**src/rtl/key_pkg.sv**
```systemverilog
// -----------------------------------------------------------------------------
// key_pkg
// Shared definitions for the push-button debouncer:
//   - key_state_e          : debouncer FSM state encoding (also exported on the
//                            debug state port of key_debounce)
//   - *_1MS/_500MS/_100MS  : default timing constants at a 100 MHz clock
//   - max3()               : helper used to size the shared counter width
// -----------------------------------------------------------------------------
package key_pkg;

    localparam int DEBOUNCE_CYCLES_1MS = 100000;
    localparam int REPEAT_DELAY_500MS  = 50000000;
    localparam int REPEAT_PERIOD_100MS = 10000000;

    typedef enum logic [1:0] {
        ST_IDLE        = 2'd0,
        ST_PRESS_CHK   = 2'd1,
        ST_HELD        = 2'd2,
        ST_RELEASE_CHK = 2'd3
    } key_state_e;

    function automatic int max3(input int a, input int b, input int c);
        int m;
        m = (a > b) ? a : b;
        return (m > c) ? m : c;
    endfunction

endpackage

```
**src/rtl/sync_2ff.sv**
```systemverilog
// -----------------------------------------------------------------------------
// sync_2ff
// Two-flop synchronizer bringing an asynchronous level into the clk domain.
// Both flops clear on the synchronous reset.
// Ports:
//   clk  : clock
//   rst  : synchronous active-high reset
//   i_d  : asynchronous input level
//   o_q  : synchronized level (i_d delayed by two clk edges)
// -----------------------------------------------------------------------------
module sync_2ff (
    input  logic clk,
    input  logic rst,
    input  logic i_d,
    output logic o_q
);

    logic r_meta;
    logic r_q;

    always_ff @(posedge clk) begin
        if (rst) begin
            r_meta <= 1'b0;
            r_q    <= 1'b0;
        end else begin
            r_meta <= i_d;
            r_q    <= r_meta;
        end
    end

    assign o_q = r_q;

endmodule

```
**src/rtl/key_debounce.sv**
```systemverilog
// -----------------------------------------------------------------------------
// key_debounce
// Debounces one raw push-button level and generates press / release / auto-
// repeat pulses. The key must be seen stable for DEBOUNCE_CYCLES consecutive
// synchronized samples before a level change is accepted.
// Ports:
//   clk         : system clock (only clock)
//   rst         : synchronous active-high reset
//   key_in      : raw asynchronous key level, 1 = pressed
//   key_level   : debounced level (1 in HELD and RELEASE_CHK)
//   key_press   : one-cycle pulse in the first HELD cycle after a press
//   key_release : one-cycle pulse in the first IDLE cycle after a release
//   key_repeat  : one-cycle pulse per auto-repeat tick while held
//   o_dbg_state : current FSM state, for observation only
// -----------------------------------------------------------------------------
module key_debounce
    import key_pkg::*;
#(
    parameter int DEBOUNCE_CYCLES = DEBOUNCE_CYCLES_1MS,
    parameter bit REPEAT_EN       = 1'b1,
    parameter int REPEAT_DELAY    = REPEAT_DELAY_500MS,
    parameter int REPEAT_PERIOD   = REPEAT_PERIOD_100MS
) (
    input  logic       clk,
    input  logic       rst,
    input  logic       key_in,
    output logic       key_level,
    output logic       key_press,
    output logic       key_release,
    output logic       key_repeat,
    output key_state_e o_dbg_state
);

    localparam int CNT_W = $clog2(max3(DEBOUNCE_CYCLES, REPEAT_DELAY, REPEAT_PERIOD)) + 1;
    localparam logic [CNT_W-1:0] DB_LAST  = CNT_W'(DEBOUNCE_CYCLES - 1);
    localparam logic [CNT_W-1:0] RD_LAST  = CNT_W'(REPEAT_DELAY - 1);
    localparam logic [CNT_W-1:0] RP_LAST  = CNT_W'(REPEAT_PERIOD - 1);
    localparam logic [CNT_W-1:0] CNT_ONE  = CNT_W'(1);
    localparam logic [CNT_W-1:0] CNT_MAX  = '1;

    logic             w_sync;
    key_state_e       r_state;
    key_state_e       w_next;
    logic [CNT_W-1:0] r_db_cnt;
    logic [CNT_W-1:0] w_db_cnt_next;
    logic [CNT_W-1:0] w_db_cnt_inc;
    logic [CNT_W-1:0] r_rep_cnt;
    logic             r_rep_armed;
    logic             w_press;
    logic             w_release;
    logic             w_rep_run;
    logic             w_rep_hit;
    logic             r_level;
    logic             r_press;
    logic             r_release;
    logic             r_repeat;

    sync_2ff u_sync (
        .clk (clk),
        .rst (rst),
        .i_d (key_in),
        .o_q (w_sync)
    );

    // Saturating increment so the counter can never wrap.
    assign w_db_cnt_inc = (r_db_cnt == CNT_MAX) ? r_db_cnt : r_db_cnt + CNT_ONE;

    always_comb begin
        w_next        = r_state;
        w_db_cnt_next = r_db_cnt;
        case (r_state)
            ST_IDLE: begin
                if (w_sync) begin
                    w_next        = ST_PRESS_CHK;
                    w_db_cnt_next = CNT_ONE;
                end else begin
                    w_db_cnt_next = '0;
                end
            end
            ST_PRESS_CHK: begin
                if (!w_sync) begin
                    // Any bounce restarts the qualification from scratch.
                    w_next        = ST_IDLE;
                    w_db_cnt_next = '0;
                end else if (r_db_cnt >= DB_LAST) begin
                    w_next        = ST_HELD;
                    w_db_cnt_next = '0;
                end else begin
                    w_db_cnt_next = w_db_cnt_inc;
                end
            end
            ST_HELD: begin
                if (!w_sync) begin
                    w_next        = ST_RELEASE_CHK;
                    w_db_cnt_next = CNT_ONE;
                end else begin
                    w_db_cnt_next = '0;
                end
            end
            ST_RELEASE_CHK: begin
                if (w_sync) begin
                    w_next        = ST_HELD;
                    w_db_cnt_next = '0;
                end else if (r_db_cnt >= DB_LAST) begin
                    w_next        = ST_IDLE;
                    w_db_cnt_next = '0;
                end else begin
                    w_db_cnt_next = w_db_cnt_inc;
                end
            end
            default: begin
                w_next        = ST_IDLE;
                w_db_cnt_next = '0;
            end
        endcase
    end

    // Pulses are decoded from the transition and registered together with the
    // state, so each appears in the first cycle of the new state.
    assign w_press   = (r_state == ST_PRESS_CHK)   && (w_next == ST_HELD);
    assign w_release = (r_state == ST_RELEASE_CHK) && (w_next == ST_IDLE);

    // The repeat schedule only advances on edges that stay in HELD; the edge
    // leaving HELD and all RELEASE_CHK edges leave it frozen, so a bounce back
    // to HELD resumes where it stopped.
    assign w_rep_run = (r_state == ST_HELD) && (w_next == ST_HELD);
    assign w_rep_hit = REPEAT_EN && w_rep_run &&
                       (r_rep_cnt == (r_rep_armed ? RP_LAST : RD_LAST));

    always_ff @(posedge clk) begin
        if (rst) begin
            r_state  <= ST_IDLE;
            r_db_cnt <= '0;
        end else begin
            r_state  <= w_next;
            r_db_cnt <= w_db_cnt_next;
        end
    end

    always_ff @(posedge clk) begin
        if (rst) begin
            r_rep_cnt   <= '0;
            r_rep_armed <= 1'b0;
        end else if (w_press) begin
            r_rep_cnt   <= '0;
            r_rep_armed <= 1'b0;
        end else if (w_rep_hit) begin
            r_rep_cnt   <= '0;
            r_rep_armed <= 1'b1;
        end else if (w_rep_run && (r_rep_cnt != CNT_MAX)) begin
            r_rep_cnt   <= r_rep_cnt + CNT_ONE;
        end
    end

    always_ff @(posedge clk) begin
        if (rst) begin
            r_level   <= 1'b0;
            r_press   <= 1'b0;
            r_release <= 1'b0;
            r_repeat  <= 1'b0;
        end else begin
            r_level   <= (w_next == ST_HELD) || (w_next == ST_RELEASE_CHK);
            r_press   <= w_press;
            r_release <= w_release;
            r_repeat  <= w_rep_hit;
        end
    end

    assign key_level   = r_level;
    assign key_press   = r_press;
    assign key_release = r_release;
    assign key_repeat  = r_repeat;
    assign o_dbg_state = r_state;

endmodule

```
**config.mk**
```make
export PLATFORM = sky130hd
export DESIGN_NAME = key_debounce
export DESIGN_NICKNAME = d
export VERILOG_FILES = /design/src/rtl/key_pkg.sv /design/src/rtl/sync_2ff.sv /design/src/rtl/key_debounce.sv
export SDC_FILE = /design/constraint.sdc
export NUM_CORES = 1
export LEC_CHECK = 0
export BUFFER_PORTS_ARGS = -buffer_cell sky130_fd_sc_hd__buf_2
export CELL_PAD_IN_SITES_DETAIL_PLACEMENT = 1
export CELL_PAD_IN_SITES_GLOBAL_PLACEMENT = 2
export CORE_MARGIN = 2
export CORE_UTILIZATION = 39
export DETAILED_ROUTE_END_ITERATION = 7
export GPL_TIMING_DRIVEN = 0
export HOLD_SLACK_MARGIN = 0.02
export PLACE_DENSITY_LB_ADDON = 0.1
export SKIP_LAST_GASP = 1
export SLEW_MARGIN = 20
export SYNTH_ARGS = -nofsm -noshare
export SYNTH_HDL_FRONTEND = slang
export SYNTH_SLANG_ARGS = --single-unit
```
**constraint.sdc**
```tcl
create_clock -name clk -period 2.92 [get_ports clk]
set_clock_uncertainty 0.15 [all_clocks]
set_input_delay 0.584 -clock clk [delete_from_list [all_inputs] [get_ports clk]]
set_output_delay 0.584 -clock clk [all_outputs]
set_load 0.01 [all_outputs]
```
==> metrics.yaml <==
sta:
  period_minus_slack_ns: 2.764
  hold_ws_ns: 0.2878
  hold_viol: 0
  setup_viol_count_final: 0
  post-route-period-util_pct: 94.67
  relSlewSlack_pct: 32.10
  tightestPinTransition_ns: 1.011
  finalMaxSlewViolations: 0
  fmax_mhz: 361.7
floorplanning:
  die_x_um: 91.64
  dieArea_sq_um: 8398
  core-area_sq_um: 7331
  start_util_pct: 40.86
  io_pins: 9
  rows: 31
  dieHeight_um: 91.64
hold_path:
  hold_end: "u_sync.r_meta"
  min_from: "key_in"
  min_path_cells: 2
  hp-class: "in2reg"
synthesis:
  synthFlopType: "dfxtp_1"
  synth_top_family_by_area: "simple AND/OR/NAND/NOR gates"
  syn_area_sq_um: 2995
  synth_compound_area_share_pct: 15.29
  synthCells: 327
  yosysTopAreaCellShare_pct: 41.44
  synth_most_common_cell: "dfxtp_1"
  synth_edf_count: 0
  synthTopCellsByArea: "dfxtp_1 41%, xnor2_1 6.1%, a211oi_1 5.5%"
  synthTopCellsByCount: "62 x dfxtp_1, 23 x nor3_1, 22 x a211oi_1, 22 x nand2_1"
  synth_xor_area_share_pct: 8.187
  yosysSeqAreaShare_pct: 41.44
  ys_async_sr_fraction_pct: 0
  yosys_warnings: 0
  synth_cell_types: 51
  synth_adder_area_share_pct: 0.8354
  synthMuxAreaShare_pct: 1.003
  synth_seq_cells: 62
  synth.avg_cell_area_sq_um: 9.160
  synth-simple-area-share_pct: 30.41
  synth_top_area_cell: "dfxtp_1"
pwr:
  p_per_area_nw_per_um2: 484.8
  p_leak_nw: 1.005
  ir_drop_v: 0.0001870
placement:
  hpwlAfterDp_um: 5089
  portBuffers: 7
  routabilityCongestion: 0.8110
  dp_cells: 442
setup_path:
  cp.required_ns: 2.99
  ff2ff_setup_slack_ns: 0.16
  rr_worst_depth: 6
  start_kind: "register"
  critPathMaxStageDelay_ns: 0.66
  r2r_end: "r_rep_cnt[12]"
  critical_path_class: "reg2reg"
  slowest_stage: "a2111oi_0"
  cp-end-kind: "register"
  r2r_start: "r_rep_cnt[0]"
  critPathMaxFanout: 10
  crit_path_cell_trace: "ha_1, nand3_1, a2111oi_0, clkbuf_2, clkbuf_1, nor3_1"
  arrival_ns: 2.83
finish:
  area_growth_pct: 13.24
  n_fill_cell: 857
  diodes: 0
  fin_nets: 359
  multi_input_area_sq_um: 1719
  seq_area_sq_um: 1241
  post_route_cells_drive_above_1_share_pct: 11.98
  fin_util_pct: 46.27
  fin_cells: 458
run_status:
  status: "completed"
clock_network:
  cts_tree: "built"
  cts_buffers: 9
  postCtsSetupBuffers: 0
  htreeDepth: 3
  cts_sinks: 62
  cts-root-buf: "clkbuf_8"
  clk_path_buf_depth: 2
  clk_latency_ns: 0.35
  clkTransAtPathRegs_ns: 0.07
global_route:
  grt.total_usage_pct: 19.25
  antenna_found_initial: 0
  grt_pass1_wl_um: 12870
  overflow: 0
  grt_max_degree: 12
  grt_pass1_vias: 2644
job:
  cap_violations: 0
routing:
  finalWirelength_um: 7399
  wl_per_cell_um: 16.16
  drc: 0
  first_pass_iters: 4
  drtIter0Drc: 47
  drtAntennaViolNets: 0
  dr_total_vias: 2550
  viasPerCell: 5.568
## worst max path at each step
stage | startpoint | to | slack [ns]
after floorplan | r_db_cnt[12] | r_db_cnt[11] | 0.68
after global placement | r_db_cnt[0] | r_db_cnt[14] | 0.12
after detailed placement | r_db_cnt[0] | r_db_cnt[14] | 0.17
after CTS | r_db_cnt[0] | r_db_cnt[14] | 0.13
after global routing | r_rep_cnt[0] | r_rep_cnt[12] | -0.04
final | r_rep_cnt[0] | r_rep_cnt[12] | 0.16
## registers in the layout (all words and copies together) (netlist names)
name           cells
key_release        1
u_sync.r_meta      1
r_rep_cnt         27
r_rep_armed        1
o_dbg_state        2
key_repeat         1
key_press          1
u_sync.o_q         1
r_db_cnt          27
## report_power, final
group | leakage, nW | internal [mW] | switching (mW)
combinational | 0.413 | 0.00929 | 0.0165
clock | 0.0883 | 0.391 | 0.364
sequential | 0.504 | 0.855 | 0.00845
total | 1.01 | 1.25 | 0.389
## cells by family after synthesis
family | count (synthesis)
flops | 62
compound gates | 58
simple gates | 157
buf+inv | 16
mux | 3
fa+ha+maj | 2
xor+xnor | 28
other cells | 1
## area by class of cell
class                           instances  area share [%]
Multi-Input combinational cell        258           50.68
Inverter                                4          0.4426
Clock buffer                           10           3.762
Tap cell                               99           3.652
Timing Repair Buffer                    7           1.033
Clock inverter                          6           1.844
Sequential cell                        62           36.59
Buffer                                 12           1.992
## cells in the final DEF (no fill, tap or decap), drive strengths merged, types with 3 or more instances in the layout
| cell type | netlist | final |
|---|---|---|
| or4 | 5 | 5 |
| or3 | 12 | 12 |
| a2111oi | 5 | 5 |
| o21ai | 12 | 12 |
| nor3b | 3 | 3 |
| a211oi | 22 | 22 |
| clkbuf | 6 | 16 |
| nor3 | 23 | 23 |
| xnor2 | 21 | 21 |
| a21oi | 7 | 7 |
| clkinvlp | 0 | 3 |
| conb | 1 | 10 |
| o31ai | 4 | 4 |
| nand2 | 22 | 22 |
| inv | 4 | 4 |
| nor4bb | 3 | 3 |
| o2111ai | 3 | 3 |
| nor2 | 21 | 21 |
| mux2i | 3 | 3 |
| and4 | 6 | 6 |
| a31oi | 3 | 3 |
| nand4 | 13 | 13 |
| buf | 6 | 13 |
| dfxtp | 62 | 62 |
| nand3 | 19 | 19 |
| xor2 | 7 | 7 |
| nor2b | 4 | 4 |
| and3 | 5 | 5 |
| nor4 | 8 | 8 |
## through the flow
step | cell area (sq um) | setup WS [ns] | setup TNS (ns) | power [mW]
after floorplan | 3029 | 0.6847 | 0 | 0.8991
after global placement | 3188 | 0.1210 | 0 | 0.9086
after detailed placement | 3188 | 0.1729 | 0 | 0.9089
after CTS | 3378 | 0.1264 | 0 | 1.660
after global routing | 3392 | -0.04017 | -0.1541 | 1.706
final | 3392 | 0.1556 | 0 | 1.644
## repair_timing
item	CTS	global route
hold buffers	0	0
endpoints found under the hold margin	0	0
gates resized for setup	0	2
setup endpoints to repair	0	10
## per-layer routing
layer  track usage (%)  share of wire, %
met4             8.207               1.7
met2             32.41                50
met3             3.615               1.7
met1             24.02                46
met5                 0                 0
## worst max-delay path: cells and delay by family (launching register included)
family | cells | cell delay [ns]
and+or+nand+nor | 2 | 0.26
DFF | 1 | 0.44
AOI/OAI and AO/OA | 1 | 0.66
adders and majority gates | 1 | 0.32
buffers and inverters | 2 | 0.80
Power figures use the tool's default switching activity.
